===== config.mk =====
export PLATFORM = sky130hd
export DESIGN_NAME = draw_sequencer
export DESIGN_NICKNAME = d
export VERILOG_FILES = /design/src/rtl/draw_sequencer.sv
export SDC_FILE = /design/constraint.sdc
export NUM_CORES = 1
export LEC_CHECK = 0
export BUFFER_PORTS_ARGS = -buffer_cell sky130_fd_sc_hd__buf_4
export CORE_ASPECT_RATIO = 2
export CORE_MARGIN = 2
export CORE_UTILIZATION = 44
export CTS_BUF_LIST = sky130_fd_sc_hd__clkbuf_16
export CTS_CLUSTER_SIZE = 16
export DETAILED_ROUTE_END_ITERATION = 10
export GPL_TIMING_DRIVEN = 0
export PLACE_DENSITY = 0.82
export SKIP_LAST_GASP = 1
export SLEW_MARGIN = 20
export SYNTH_ARGS = -nofsm -noshare
export SYNTH_HDL_FRONTEND = slang
export SYNTH_SLANG_ARGS = --single-unit

===== constraint.sdc =====
create_clock -name clk -period 1.85 [get_ports clk]
set_input_delay 0.555 -clock clk [delete_from_list [all_inputs] [get_ports clk]]
set_output_delay 0.555 -clock clk [all_outputs]
set_load 0.02 [all_outputs]

===== src/rtl/draw_sequencer.sv =====
// draw_sequencer
//   Owns the single VGA plot port and runs up to three drawing engines in
//   fixed order (slot 0 fillscreen, slot 1 circle, slot 2 reuleaux). Each
//   enabled engine is started with a level start/done handshake, and only
//   the active engine's pixel stream is forwarded to the vga_adapter.
//
// Ports
//   clk          system clock (CLOCK_50 domain)
//   rst          asynchronous, active-high reset
//   start        level request to run the sequence; held until done is seen
//   eng_en       per-slot enable mask, latched when a sequence starts
//   done         sequence complete; held while start stays high
//   eng_start    one-hot start to the engines
//   eng_done     per-engine done
//   eng_x/eng_y/eng_colour/eng_plot  packed per-slot pixel streams
//   vga_x/vga_y/vga_colour/vga_plot  registered pixel stream to vga_adapter
//   err          watchdog abort flag
//
// Build option
//   DRAW_SEQ_WDOG_EN  adds a per-engine run watchdog of WDOG_LIMIT cycles.
//                     When undefined, err is tied low and RUN waits forever.

`timescale 1ns/1ps

module draw_sequencer #(
    parameter int NUM_ENG    = 3,
    parameter int WDOG_LIMIT = 40000
) (
    input  logic                   clk,
    input  logic                   rst,
    input  logic                   start,
    input  logic [NUM_ENG-1:0]     eng_en,
    output logic                   done,
    output logic [NUM_ENG-1:0]     eng_start,
    input  logic [NUM_ENG-1:0]     eng_done,
    input  logic [8*NUM_ENG-1:0]   eng_x,
    input  logic [7*NUM_ENG-1:0]   eng_y,
    input  logic [3*NUM_ENG-1:0]   eng_colour,
    input  logic [NUM_ENG-1:0]     eng_plot,
    output logic [7:0]             vga_x,
    output logic [6:0]             vga_y,
    output logic [2:0]             vga_colour,
    output logic                   vga_plot,
    output logic                   err
);

    // state     | meaning
    // ----------+---------------------------------------------------------
    // S_IDLE    | waiting for start; mask and first slot chosen on start
    // S_LAUNCH  | raise eng_start for slot idx
    // S_RUN     | engine idx drawing; its pixels reach the adapter
    // S_RELEASE | start dropped, waiting for engine idx to drop done
    // S_DONE    | all enabled slots finished; done held until start drops
    typedef enum logic [2:0] {
        S_IDLE,
        S_LAUNCH,
        S_RUN,
        S_RELEASE,
        S_DONE
    } state_t;

    if (NUM_ENG != 3) begin : g_num_eng_check
        $error("draw_sequencer supports NUM_ENG = 3 only");
    end
    if (WDOG_LIMIT < 1 || WDOG_LIMIT > 65535) begin : g_wdog_check
        $error("draw_sequencer WDOG_LIMIT must fit a 16-bit counter");
    end

    state_t               state;
    logic [1:0]           idx;
    logic [NUM_ENG-1:0]   mask;

    logic [7:0]           sel_x;
    logic [6:0]           sel_y;
    logic [2:0]           sel_colour;
    logic                 sel_plot;
    logic                 sel_done;
    logic [2:0]           first_slot;
    logic [2:0]           next_slot;

`ifdef DRAW_SEQ_WDOG_EN
    localparam logic [15:0] WDOG_LAST = 16'(WDOG_LIMIT - 1);
    logic [15:0]          wdog;
    logic                 err_q;
    assign err = err_q;
`else
    assign err = 1'b0;
`endif

    // Returns {found, slot}: lowest enabled slot at or above lo.
    function automatic logic [2:0] find_slot(input logic [NUM_ENG-1:0] m,
                                             input int lo);
        find_slot = 3'b000;
        for (int i = NUM_ENG - 1; i >= 0; i--) begin
            if (m[i] && i >= lo) begin
                find_slot = {1'b1, 2'(i)};
            end
        end
    endfunction

    always_comb begin
        sel_x      = eng_x[7:0];
        sel_y      = eng_y[6:0];
        sel_colour = eng_colour[2:0];
        case (idx)
            2'd1: begin
                sel_x      = eng_x[15:8];
                sel_y      = eng_y[13:7];
                sel_colour = eng_colour[5:3];
            end
            2'd2: begin
                sel_x      = eng_x[23:16];
                sel_y      = eng_y[20:14];
                sel_colour = eng_colour[8:6];
            end
            default: ;
        endcase
    end

    assign sel_plot   = eng_plot[idx];
    assign sel_done   = eng_done[idx];
    assign first_slot = find_slot(eng_en, 0);
    assign next_slot  = find_slot(mask, int'(idx) + 1);

    always_ff @(posedge clk or posedge rst) begin
        if (rst) begin
            state      <= S_IDLE;
            idx        <= 2'd0;
            mask       <= '0;
            done       <= 1'b0;
            eng_start  <= '0;
            vga_x      <= 8'd0;
            vga_y      <= 7'd0;
            vga_colour <= 3'd0;
            vga_plot   <= 1'b0;
`ifdef DRAW_SEQ_WDOG_EN
            wdog       <= 16'd0;
            err_q      <= 1'b0;
`endif
        end else begin
            // Pixel path follows idx every cycle; only the plot strobe is
            // gated so an idle or finished engine cannot write the frame.
            vga_x      <= sel_x;
            vga_y      <= sel_y;
            vga_colour <= sel_colour;
            vga_plot   <= sel_plot && (state == S_RUN || state == S_RELEASE);

            case (state)
                S_IDLE: begin
                    if (start) begin
                        mask <= eng_en;
`ifdef DRAW_SEQ_WDOG_EN
                        err_q <= 1'b0;
`endif
                        if (first_slot[2]) begin
                            idx   <= first_slot[1:0];
                            state <= S_LAUNCH;
                        end else begin
                            state <= S_DONE;
                        end
                    end
                end

                S_LAUNCH: begin
                    eng_start <= NUM_ENG'(1) << idx;
`ifdef DRAW_SEQ_WDOG_EN
                    wdog      <= 16'd0;
`endif
                    state     <= S_RUN;
                end

                S_RUN: begin
                    if (sel_done) begin
                        eng_start <= '0;
                        state     <= S_RELEASE;
                    end
`ifdef DRAW_SEQ_WDOG_EN
                    // Hung engine: abandon it exactly as if it had finished.
                    else if (wdog == WDOG_LAST) begin
                        err_q     <= 1'b1;
                        eng_start <= '0;
                        state     <= S_RELEASE;
                    end else begin
                        wdog <= wdog + 16'd1;
                    end
`endif
                end

                S_RELEASE: begin
                    if (!sel_done) begin
                        if (next_slot[2]) begin
                            idx   <= next_slot[1:0];
                            state <= S_LAUNCH;
                        end else begin
                            state <= S_DONE;
                        end
                    end
                end

                S_DONE: begin
                    // done is raised for at least one cycle even if start
                    // already dropped during the run.
                    if (!done) begin
                        done <= 1'b1;
                    end else if (!start) begin
                        done  <= 1'b0;
                        state <= S_IDLE;
                    end
                end

                default: state <= S_IDLE;
            endcase
        end
    end

endmodule


==> flow_metrics.py <==
metrics = {
    "run_status": {
        "outcome": "finished clean",
    },
    "grt": {
        "grt_pass1_vias": 1742,
        "grt_pass1_wl_microns": 7570,
        "grt_max_degree": 32,
        "overflow": 0,
        "globalRouteTotalUtil_pct": 24.5,
        "antenna_found_initial": 0,
    },
    "setup_path": {
        "critPathLaunchType": "register",
        "crit_chain": "inv_1 > ha_1 > o21a_1 > a211oi_4 > o32ai_4 > mux2i_1",
        "crit_buf_inv": 1,
        "required_ns": 2.04,
        "critPathMaxStageDelay_ns": 0.44,
        "arrival_ns": 1.90,
        "slowest_stage": "dfrtp_2",
        "crit_type": "reg -> reg",
        "crit_family": "compound AO/OA/AOI/OAI gates",
        "crit_path_end_kind": "register",
        "worst-path-max-fanout": 6,
    },
    "sta": {
        "finalHoldViolCount": 0,
        "finalCriticalPeriod_ns": 1.71,
        "max_slew.worst_pin.slew_ns": 0.636,
        "final_max_slew_viol_count": 0,
        "fin_crit_sh_pct": 92.5,
        "relSlewSlack_pct": 57.6,
        "skew_ns": 0.00282,
        "finalSetupViolations": 0,
        "fmax_ghz": 0.584,
        "rsz0062_at_grt": "false",
    },
    "detailed_routing": {
        "final_antenna_net_count": 0,
        "viasPerCell": 5.32,
        "met3_length_microns": 212,
        "drtIter0Drc": 26,
        "dr_wl_met2_microns": 2720,
        "dr.pass1.iters": 4,
        "routed_wl_microns": 4760,
        "dr.max_layer_used": "met4",
        "num_vias": 1654,
        "drc_errors": 0,
        "wl_met1_microns": 1600,
        "wl_per_cell_microns": 15.3,
    },
    "layout": {
        "num-nets-final": 333,
        "fill_cells": 306,
        "finalNonFillerCells": 311,
        "antenna-diode-count": 0,
        "drive_above_1_share_pct": 44.3,
        "area_growth_pct": 54.1,
    },
    "placed_design": {
        "dp.cells": 304,
        "hpwl_microns": 3640,
        "port_buffers": 88,
        "gp_congestion": 0.805,
    },
    "power_and_ir_drop": {
        "p_total_mw": 4.75,
        "power_density_nw_per_um2": 1860,
        "power.leakage_nw": 1.22,
        "ir_drop_uv": 1410,
    },
    "hold_path": {
        "min_path_type": "in -> async",
    },
    "yosys": {
        "syn-num-nets": 239,
        "yosys.area.top_type_share_pct": 46.8,
        "synth_cells": 167,
        "synthFlopType": "dfrtp_1",
        "yosysUniqueCellTypes": 37,
        "asyncSetResetFlopFracSynth_pct": 100,
        "yosys-top-cells-area": "dfrtp_1 47%, a22oi_1 8.2%, a21oi_1 6.9%",
        "syn_avg_cell_area_sq_um": 9.92,
        "yosysMostFrequentCell": "dfrtp_1",
        "syn_area_sq_um": 1660,
        "synthTopCellsByCount": "31 x dfrtp_1, 26 x nor2_1, 23 x a21oi_1, 18 x a22oi_1, 6 x ha_1",
        "synth-seq-cells": 31,
        "yosys.area.top_type": "dfrtp_1",
        "synth_edf_count": 0,
        "ys_seq_area_share_pct": 46.8,
        "ys_warn_count": 0,
    },
    "clocking": {
        "clk_latency_ns": 0.28,
        "cts.sinks": 31,
        "cts_root_buf": "clkbuf_16",
        "clock_path_buffers": 2,
        "htreeDepth": 2,
        "path_clk_slew_ns": 0.05,
        "cts_tree": "done",
        "numCtsBuffers": 5,
    },
    "floorplanning": {
        "start_util_pct": 45.9,
        "num_rows": 31,
        "io-pin-count": 90,
        "fp.dieH_microns": 90.8,
        "core-area_sq_um": 3610,
        "die_w_microns": 47.4,
        "die-area_sq_um": 4300,
    },
    "job": {
        "cap_violations": 0,
    },
}
-- layer usage --
layer  vias to the layer above  GRT usage (%)
met4                         0           14.4
li1                        791              -
met5                         -              0
met3                        17           6.20
met2                        64           40.5
met1                       782           25.6
-- cells by family after synthesis --
group / synth area share [%]
other: 0.226
muxes: 5.06
buffers and inverters: 4.15
DFF: 46.8
adders and majority gates: 4.53
and+or+nand+nor: 13.4
AOI/OAI and AO/OA: 25.8
-- timing repair --
action / 4_1_cts / 5_1_grt
resized for setup: 4 / 3
hold endpoints to repair: 0 / 0
setup endpoints to repair: 22 / 13
buffers inserted: 0 / 2
gates cloned: 0 / 0
hold buffers: 0 / 0
-- where the power goes --
group          switching (mW)  leakage, nW  total [mW]  internal [mW]
registers               0.206        0.369        1.24           1.04
clock network           0.286       0.0812       0.913          0.627
logic                    1.51        0.769        2.59           1.08
total                    2.01         1.22        4.75           2.74
-- final timing paths --
path,end,slack (ns),depth (start not counted),start
min reg2reg,mask[2],0.49,1,mask[2]
min,vga_colour[0],0.37,2,rst
max reg2reg,idx[0],0.14,6,idx[0]
max in group asynchronous,idx[1],1.03,2,rst
max,idx[0],0.14,6,idx[0]
min in group clk,mask[2],0.49,1,mask[2]
-- stage by stage --
stage / worst slack, ns / utilization (%) / hold WS, ns / setup TNS, ns / instance area (sq um)
after floorplan: 0.176 / - / 0.459 / 0 / 1660
after global placement: -0.190 / 65.9 / 0.489 / -2.84 / 2380
after detailed placement: -0.237 / 65.9 / 0.490 / -3.17 / 2380
after CTS: 0.0104 / 70.3 / 0.393 / 0 / 2540
after global routing: 0.0136 / 70.8 / 0.426 / 0 / 2550
final: 0.138 / 70.8 / 0.369 / 0 / 2550
-- cells in the final DEF (no fill, tap or decap), drive strengths merged --
cell     n
buf     94
dfrtp   31
nor2    26
a21oi   23
a22oi   18
clkbuf   9
ha       6
mux2i    5
o21ai    5
inv      5
a31oi    4
nand2    4
nand3b   3
o22ai    3
mux2     3
nor2b    2
and3b    2
o21a     2
nor3     2
clkinv   2
a21o     1
a211oi   1
or2      1
nand2b   1
a41oi    1
nor4b    1
o32ai    1
and3     1
o221ai   1
a21boi   1
a221oi   1
conb     1
bufinv   1
-- sequential cells by signal (all words and copies together), names as in the netlist --
| name | count |
|---|---|
| done | 1 |
| vga_plot | 1 |
| vga_y | 7 |
| vga_colour | 3 |
| mask | 3 |
| state | 3 |
| eng_start | 3 |
| vga_x | 8 |
| idx | 2 |
-- final cells by class --
class | instances | area, sq um | share of cell area, %
multi-input combinational | 120 | 815 | 31.9
timing repair buffer | 90 | 673 | 26.4
clock inverter | 3 | 38.8 | 1.52
inverter | 5 | 18.8 | 0.735
clock buffer | 5 | 125 | 4.90
buffer | 8 | 42.5 | 1.67
sequential | 31 | 778 | 30.5
tap | 49 | 61.3 | 2.40
No activity file was read; power rests on OpenSTA's default activity.
